### config.mk
export PLATFORM = sky130hd
export DESIGN_NAME = lc_target_seq
export DESIGN_NICKNAME = d
export VERILOG_FILES = /design/src/rtl/lc_target_seq.sv
export SDC_FILE = /design/constraint.sdc
export NUM_CORES = 1
export LEC_CHECK = 0
export CAP_MARGIN = 20
export CORE_MARGIN = 5
export CORE_UTILIZATION = 25
export DETAILED_ROUTE_END_ITERATION = 16
export PLACE_DENSITY_LB_ADDON = 0.2
export SYNTH_ARGS = -nofsm -noshare
export SYNTH_HDL_FRONTEND = slang
export SYNTH_SLANG_ARGS = --single-unit
### constraint.sdc
create_clock -name clk -period 3.2 [get_ports clk]
set_input_delay 0.64 -clock clk [delete_from_list [all_inputs] [get_ports clk]]
set_output_delay 0.64 -clock clk [all_outputs]
set_load 0.02 [all_outputs]
### src/rtl/lc_target_seq.sv
// lc_target_seq: lifecycle target sequencer.
//
// Holds a small table of encoded lifecycle state codes and, on request,
// streams the first `len` entries out over a valid/ready port, followed by
// a one-cycle done pulse. The table is writable only while the block is idle.
//
// Optional feature: define LC_TARGET_SEQ_CNT_EN to add the 16-bit saturating
// xfer_cnt output that counts accepted handshakes since reset.
//
// Handshake rule for the tgt_* port: the producer raises tgt_valid with
// tgt_data/tgt_idx and keeps all three stable until a rising clk edge sees
// tgt_valid && tgt_ready; that edge is the transfer. tgt_valid never depends
// combinationally on tgt_ready.

module lc_target_seq #(
  parameter int STATE_W = 6,
  parameter int NUM_TGT = 5,
  parameter int IDX_W   = $clog2(NUM_TGT)
) (
  input  logic               clk,
  input  logic               rst,
  input  logic               wr_en,
  input  logic [IDX_W-1:0]   wr_idx,
  input  logic [STATE_W-1:0] wr_data,
  input  logic               start,
  input  logic [IDX_W:0]     len,
  output logic               tgt_valid,
  input  logic               tgt_ready,
  output logic [STATE_W-1:0] tgt_data,
  output logic [IDX_W-1:0]   tgt_idx,
  output logic               busy,
  output logic               done,
  output logic               err,
`ifdef LC_TARGET_SEQ_CNT_EN
  output logic [15:0]        xfer_cnt,
`endif
  input  logic               err_clr
);

  // --------------------------------------------------------------------------
  // Constants
  // --------------------------------------------------------------------------

  // FSM encoding. Code 2'd3 is unused and recovers to IDLE.
  localparam logic [1:0] S_IDLE = 2'd0;
  localparam logic [1:0] S_RUN  = 2'd1;
  localparam logic [1:0] S_DONE = 2'd2;

  // Table size expressed at index-plus-one width so range checks on wr_idx
  // and len compare equal-width operands (NUM_TGT itself may be 2**IDX_W).
  localparam logic [IDX_W:0]   NUM_TGT_L = NUM_TGT[IDX_W:0];
  localparam logic [IDX_W:0]   LEN_ONE   = {{IDX_W{1'b0}}, 1'b1};
  localparam logic [IDX_W-1:0] IDX_ONE   = {{(IDX_W-1){1'b0}}, 1'b1};

  // --------------------------------------------------------------------------
  // State
  // --------------------------------------------------------------------------

  logic [1:0]                          state;
  logic [1:0]                          state_nxt;
  logic [IDX_W-1:0]                    idx;
  logic [IDX_W:0]                      len_q;
  logic [NUM_TGT-1:0][STATE_W-1:0]     table_q;

  // --------------------------------------------------------------------------
  // Decoded conditions
  // --------------------------------------------------------------------------

  logic is_idle;
  logic is_run;
  logic is_done;
  logic len_ok;
  logic start_ok;
  logic start_bad;
  logic wr_in_range;
  logic wr_ok;
  logic wr_bad;
  logic err_set;
  logic hs;
  logic last;

  assign is_idle = (state == S_IDLE);
  assign is_run  = (state == S_RUN);
  assign is_done = (state == S_DONE);

  // A start request is only meaningful in IDLE; while busy it is silently
  // dropped (no error).
  assign len_ok    = (len != '0) && (len <= NUM_TGT_L);
  assign start_ok  = is_idle && start && len_ok;
  assign start_bad = is_idle && start && !len_ok;

  // Writes land only in IDLE and only on an existing entry. Anything else is
  // dropped and flagged.
  assign wr_in_range = ({1'b0, wr_idx} < NUM_TGT_L);
  assign wr_ok       = wr_en && is_idle && wr_in_range;
  assign wr_bad      = wr_en && !wr_ok;

  assign err_set = start_bad || wr_bad;

  // Transfer on the tgt_* port, and whether it is the final entry.
  assign hs   = is_run && tgt_ready;
  assign last = ({1'b0, idx} == (len_q - LEN_ONE));

  // --------------------------------------------------------------------------
  // FSM
  // --------------------------------------------------------------------------

  // Next-state selection: IDLE -> RUN on a valid start, RUN -> DONE on the
  // final transfer, DONE always returns to IDLE after one cycle.
  always_comb begin
    state_nxt = state;
    case (state)
      S_IDLE: begin
        if (start_ok) begin
          state_nxt = S_RUN;
        end
      end
      S_RUN: begin
        if (hs && last) begin
          state_nxt = S_DONE;
        end
      end
      S_DONE: begin
        state_nxt = S_IDLE;
      end
      default: begin
        state_nxt = S_IDLE;
      end
    endcase
  end

  // State register.
  always_ff @(posedge clk or posedge rst) begin
    if (rst) begin
      state <= S_IDLE;
    end else begin
      state <= state_nxt;
    end
  end

  // Sequence bookkeeping: latch the requested length on start, advance the
  // index on each non-final transfer, park the index at 0 on the way out.
  always_ff @(posedge clk or posedge rst) begin
    if (rst) begin
      idx   <= '0;
      len_q <= '0;
    end else begin
      if (start_ok) begin
        len_q <= len;
        idx   <= '0;
      end else if (hs && !last) begin
        idx <= idx + IDX_ONE;
      end else if (is_done) begin
        idx <= '0;
      end
    end
  end

  // --------------------------------------------------------------------------
  // Target table
  // --------------------------------------------------------------------------

  // Entry k resets to k (truncated to STATE_W). Accepted writes update one
  // entry on the same edge. Because the run reads the table live and starts
  // reading one cycle after the start edge, a write accepted together with a
  // start is already visible to the run it launches.
  always_ff @(posedge clk or posedge rst) begin
    if (rst) begin
      for (int k = 0; k < NUM_TGT; k++) begin
        table_q[k] <= STATE_W'(k);
      end
    end else if (wr_ok) begin
      table_q[wr_idx] <= wr_data;
    end
  end

  // --------------------------------------------------------------------------
  // Error flag
  // --------------------------------------------------------------------------

  // Sticky error; a new error in the same cycle as err_clr keeps it set.
  always_ff @(posedge clk or posedge rst) begin
    if (rst) begin
      err <= 1'b0;
    end else if (err_set) begin
      err <= 1'b1;
    end else if (err_clr) begin
      err <= 1'b0;
    end
  end

  // --------------------------------------------------------------------------
  // Outputs
  // --------------------------------------------------------------------------

  // All outputs derive from registers only. The table cannot change while a
  // run is in progress, so table_q[idx] is stable for as long as idx is.
  always_comb begin
    tgt_valid = is_run;
    tgt_idx   = idx;
    tgt_data  = is_run ? table_q[idx] : '0;
    busy      = is_run || is_done;
    done      = is_done;
  end

`ifdef LC_TARGET_SEQ_CNT_EN
  // Count accepted transfers since reset, saturating at all-ones.
  always_ff @(posedge clk or posedge rst) begin
    if (rst) begin
      xfer_cnt <= '0;
    end else if (hs && (xfer_cnt != 16'hFFFF)) begin
      xfer_cnt <= xfer_cnt + 16'd1;
    end
  end
`endif

endmodule

[Yosys cells after proc, flatten, opt, wreduce, memory -nomap -nowiden]
Cells that the tools add are included.
Storage, ports and cells
  bits in registers: 40
  input bits: 19
  output and inout bits: 13
  word-level logic and storage cells: 56
Cells by class
  $add $sub $neg: 2
  order comparisons: 5
  eq/ne operators: 5
  multiplexer cells: 14
  reduce and logical (&&, ||, !) cells: 21
Operators by type and width (number)
  30-bit bitwise mux: 1
  6-bit binary-select mux with 3-bit select: 1
  6-bit demux with 3-bit select: 1
  6-bit 2-to-1 mux: 3
  1-bit logical AND: 11
  3-bit 2-to-1 mux: 3
  3-bit by 4-bit less-than comparator with 1-bit output, second input constant: 2
  3-bit by 4-bit == test with 1-bit output: 1
  4-bit by 3-bit less-or-equal comparator with 1-bit output, second input constant: 1
  2-bit 2-to-1 mux: 2
  2-bit by 1-bit inequality test with 1-bit output, second input constant: 2
  2-bit one-hot mux with 2 select lines: 1
  4-bit nonzero test: 1
  4-bit by 1-bit subtractor with 4-bit output, second input constant: 1
  3-bit by 1-bit adder with 3-bit output, second input constant: 1
  3-bit by 1-bit >= comparator with 1-bit output, second input constant: 1
  1-bit zero test: 3
  3-bit less-than comparator, second input constant: 1
  3-bit nonzero test: 1
  2-bit by 1-bit == test with 1-bit output, second input constant: 1
  2-bit == test, second input constant: 1
  2-bit zero test: 1
  1-bit logical OR: 2
  1-bit 2-to-1 mux: 2
  2 further kinds: 2

[Depth between registers and ports, before layout]
  depth after elaboration: 7
  mapped depth: 7
  gate-level depth less buffers: 7

[Worst setup path before layout]
No wires, ideal clock.
  path kind: register -> output
  start point: register idx[0] (netlist: tgt_idx[0])
  end point: output port tgt_data[2]
  data arrival time: 1.457 ns
  data required time: 2.560 ns
  slack: 1.103 ns
  cell stages (with the launch flop): 5
  buffers on the path: 1
  cells stage by stage: dfrtp_1 buf_2 mux4_2 nand2b_1 a21boi_1
On the way
  longest elaborated chain between the ends: 3
RTL lines
  from (decl): RTL line 61  | logic [IDX_W-1:0] idx;
  from (signal assigned): RTL line 152  | idx <= idx + IDX_ONE;
  6-bit binary-select mux with 3-bit select: RTL line 201  | tgt_data = is_run ? table_q[idx] : '0;
  6-bit 2-to-1 mux (not written as such): RTL line 201
  6-bit 2-to-1 mux: RTL line 201
  to (decl): RTL line 29  | output logic [STATE_W-1:0] tgt_data,
Every way passes these cells. The select of a mux whose other input is x is not followed.

[Worst setup path after layout]
  start point: register idx[0] (netlist: tgt_idx[0])
  end point: output port tgt_data[1]
The elaborated chain is that of the path after synthesis.

==> impl_metrics.py <==
metrics = {
    "final_layout": {
        "area.growth.synth_to_final_pct": 26.45,
        "antenna_cells": 0,
        "layout.nets": 223,
        "utilization_pct": 32.13,
        "design_area_um2": 2614,
        "layout-drive-gt1-share_pct": 13.13,
    },
    "cts": {
        "clk_path_buf_depth": 2,
        "cts.clk_slew.worst_paths_ps": 80,
        "cts.sinks": 40,
        "clock_latency_ps": 290,
        "cts_root_buf": "clkbuf_8",
        "postCtsResizedCells": 0,
        "cts.htree.levels": 2,
        "cts_tree": "built",
        "hold_buffers": 0,
        "cts_setup_buffers": 0,
        "cts_buffers": 5,
    },
    "logic_synthesis": {
        "synth_area_um2": 2067,
        "synth_area_per_cell_um2": 13.08,
        "netlist.area_leader.share_pct": 42.37,
        "synth_largest_area_cell": "dfrtp_1",
        "syn_inst": 158,
        "ys.flop_type": "dfrtp_1",
        "synthesis.nets": 184,
        "synth_edf_count": 0,
        "synth_seq_cells": 40,
        "netlist-cell-type-count": 33,
        "ys_seq_area_share_pct": 48.73,
        "yosys_warnings": 0,
        "synth_async_sr_flop_share_pct": 100.0,
        "synth.area.top_cells": "dfrtp_1 42%, mux2_1 19%, mux4_2 6.5%",
    },
    "die": {
        "design.core.area_um2": 8134,
        "die_h_um": 100.9,
        "rows": 33,
        "start_util_pct": 25.41,
        "io_pins": 32,
        "fp.dieW_um": 100.9,
        "die_area_um2": 10190,
    },
    "drt": {
        "drt-pass1-iter-count": 4,
        "routed_wl_um": 4803,
        "drc": 0,
        "ant_nets": 0,
        "vias_per_cell": 4.545,
        "num_vias": 1377,
        "wl_per_cell_um": 15.85,
        "drt-initial-drc-count": 51,
    },
    "power": {
        "p_clk_share_pct": 15.2,
        "cellLeakagePower_uw": 0.001068,
        "swShare_pct": 35.50,
        "pwr-share-comb_pct": 44.4,
        "p_seq_share_pct": 40.4,
        "net-switching-power_uw": 814.7,
        "p_int_uw": 1480,
        "power_uw": 2295,
        "ir_worst_vdd_uv": 326.0,
        "power.density_nw_per_um2": 878.1,
    },
    "flow_run": {
        "maxCapViolCount": 0,
    },
    "placed_design": {
        "finalWeightedCongestion": 0.6886,
        "place_area_um2": 2524,
        "io_buffers": 31,
        "hpwl_um": 3431,
        "dp_slack_ps": 592.8,
    },
    "critical_path": {
        "end_kind": "output pin",
        "worstPathCellList": "nor2_1, nand3_1, a21boi_1, clkdlybuf4s50_1",
        "cp_max_fo": 8,
        "worstPathRequired_ps": 2560,
        "cp.arrival_ps": 2230,
        "cp_top_family": "buffers and inverters",
        "crit_buf_inv": 1,
        "cp-start-kind": "flip-flop",
        "critPathMaxStageDelay_ps": 630,
        "crit_type": "flip-flop to output pin",
        "crit_slowest_cell": "clkdlybuf4s50_1",
    },
    "sta": {
        "skew_ps": 4.074,
        "setup_violations": 0,
        "hold_violations": 0,
        "period_needed_ps": 2872,
        "fin_ws_ps": 327.7,
        "rsz0062_at_grt": "no",
        "finalCritPeriodShare_pct": 89.76,
        "final.setup.tns_ps": 0,
        "worst_pin_slew_ps": 598.7,
        "slew_headroom_pct": 59.92,
        "slew_violations": 0,
        "fmax_mhz": 348.2,
    },
    "global_route": {
        "gr-usage-all-layers_pct": 10.09,
        "grt_pass1_vias": 1478,
        "antenna_found_initial": 0,
        "overflow": 0,
        "grt_pass1_wl_um": 7921,
        "grt_max_degree": 41,
    },
    "min_path": {
        "hold_class": "flip-flop to flip-flop",
    },
    "outcome": {
        "status": "completed",
    },
}
-- metrics by stage --
| stage | hold WS [ps] | instances |
|---|---|---|
| finish | 491.4 | 303 |
| global route | 510.1 | 303 |
| CTS | 490.2 | 303 |
| detailed placement | 473.6 | 295 |
| global placement | 465.0 | 295 |
| floorplan | 452.4 | 158 |
-- cell families after synthesis --
| family | share of synthesized area [%] |
|---|---|
| buf+inv | 1.816 |
| fa+ha+maj | 4.237 |
| xor+xnor | 1.271 |
| flops | 48.73 |
| simple gates | 10.23 |
| mux | 26.09 |
| compound gates | 7.627 |
-- layout make-up --
| class | count | area (µm²) |
|---|---|---|
| well taps | 105 | 131.4 |
| clock buffers | 8 | 90.09 |
| fillers | 797 | 5520 |
| multi-input cells | 109 | 1022 |
| flip-flops and latches | 40 | 1007 |
| repair buffers | 35 | 340.3 |
| inverters | 6 | 22.52 |
-- power groups by stage --
stage | Clock (µW) | Sequential [µW] | Combinational, µW
finish | 349 | 926 | 1020
global route | 389 | 961 | 1130
CTS | 366 | 929 | 1040
detailed placement | 0 | 937 | 1040
global placement | 0 | 936 | 1030
floorplan | 0 | 881 | 725
-- flip-flops by register name, indices dropped and copies added, names as in the netlist --
signal	flops
table_q	30
len_q	4
tgt_idx	3
state	2
err	1
-- synthesized netlist by cell type, drive strengths merged (2+ instances only) --
| master | count |
|---|---|
| a21boi | 7 |
| a21oi | 2 |
| and2 | 2 |
| buf | 3 |
| dfrtp | 35 |
| dfstp | 5 |
| ha | 7 |
| inv | 6 |
| mux2 | 35 |
| mux4 | 6 |
| nand2 | 8 |
| nand2b | 6 |
| nand3 | 8 |
| nor2 | 6 |
| o211ai | 2 |
| o21ai | 3 |
| xnor2 | 2 |
-- metal layers --
metal	vias up	track usage [%]	routed length, µm
met1	684	14.64	2441
met2	32	14.38	1980
met3	8	3.253	328
met5	-	0	0
met4	0	2.761	53
li1	653	-	-
-- path summary, 6_finish.rpt --
| check | cells after the start | slack [ps] | end | start |
|---|---|---|---|---|
| hold reg to reg | 1 | 490 | table_q[15] | table_q[15] |
| hold / removal | 1 | 490 | table_q[15] | table_q[15] |
| min in group asynchronous | 3 | 780 | table_q[23] | rst |
| setup reg to reg | 5 | 950 | state[0] | tgt_idx[2] |
| setup / recovery | 4 | 330 | tgt_data[1] | tgt_idx[0] |
| max in group asynchronous | 3 | 2040 | table_q[26] | rst |
-- cell usage in the layout (no fill, tap or decap), types with 2 or more instances in the layout --
cell,n
a21boi_1,7
nor2_1,6
clkbuf_8,6
a21oi_1,2
nand2_1,8
mux2_1,35
o211ai_1,2
clkdlybuf4s50_1,31
and2_1,2
xnor2_1,2
nand2b_1,6
ha_1,7
nand3_1,8
dfstp_2,5
dfrtp_1,35
buf_4,4
inv_1,6
o21ai_1,2
clkbuf_1,2
mux4_2,6
No activity file was read; power rests on OpenSTA's default activity.
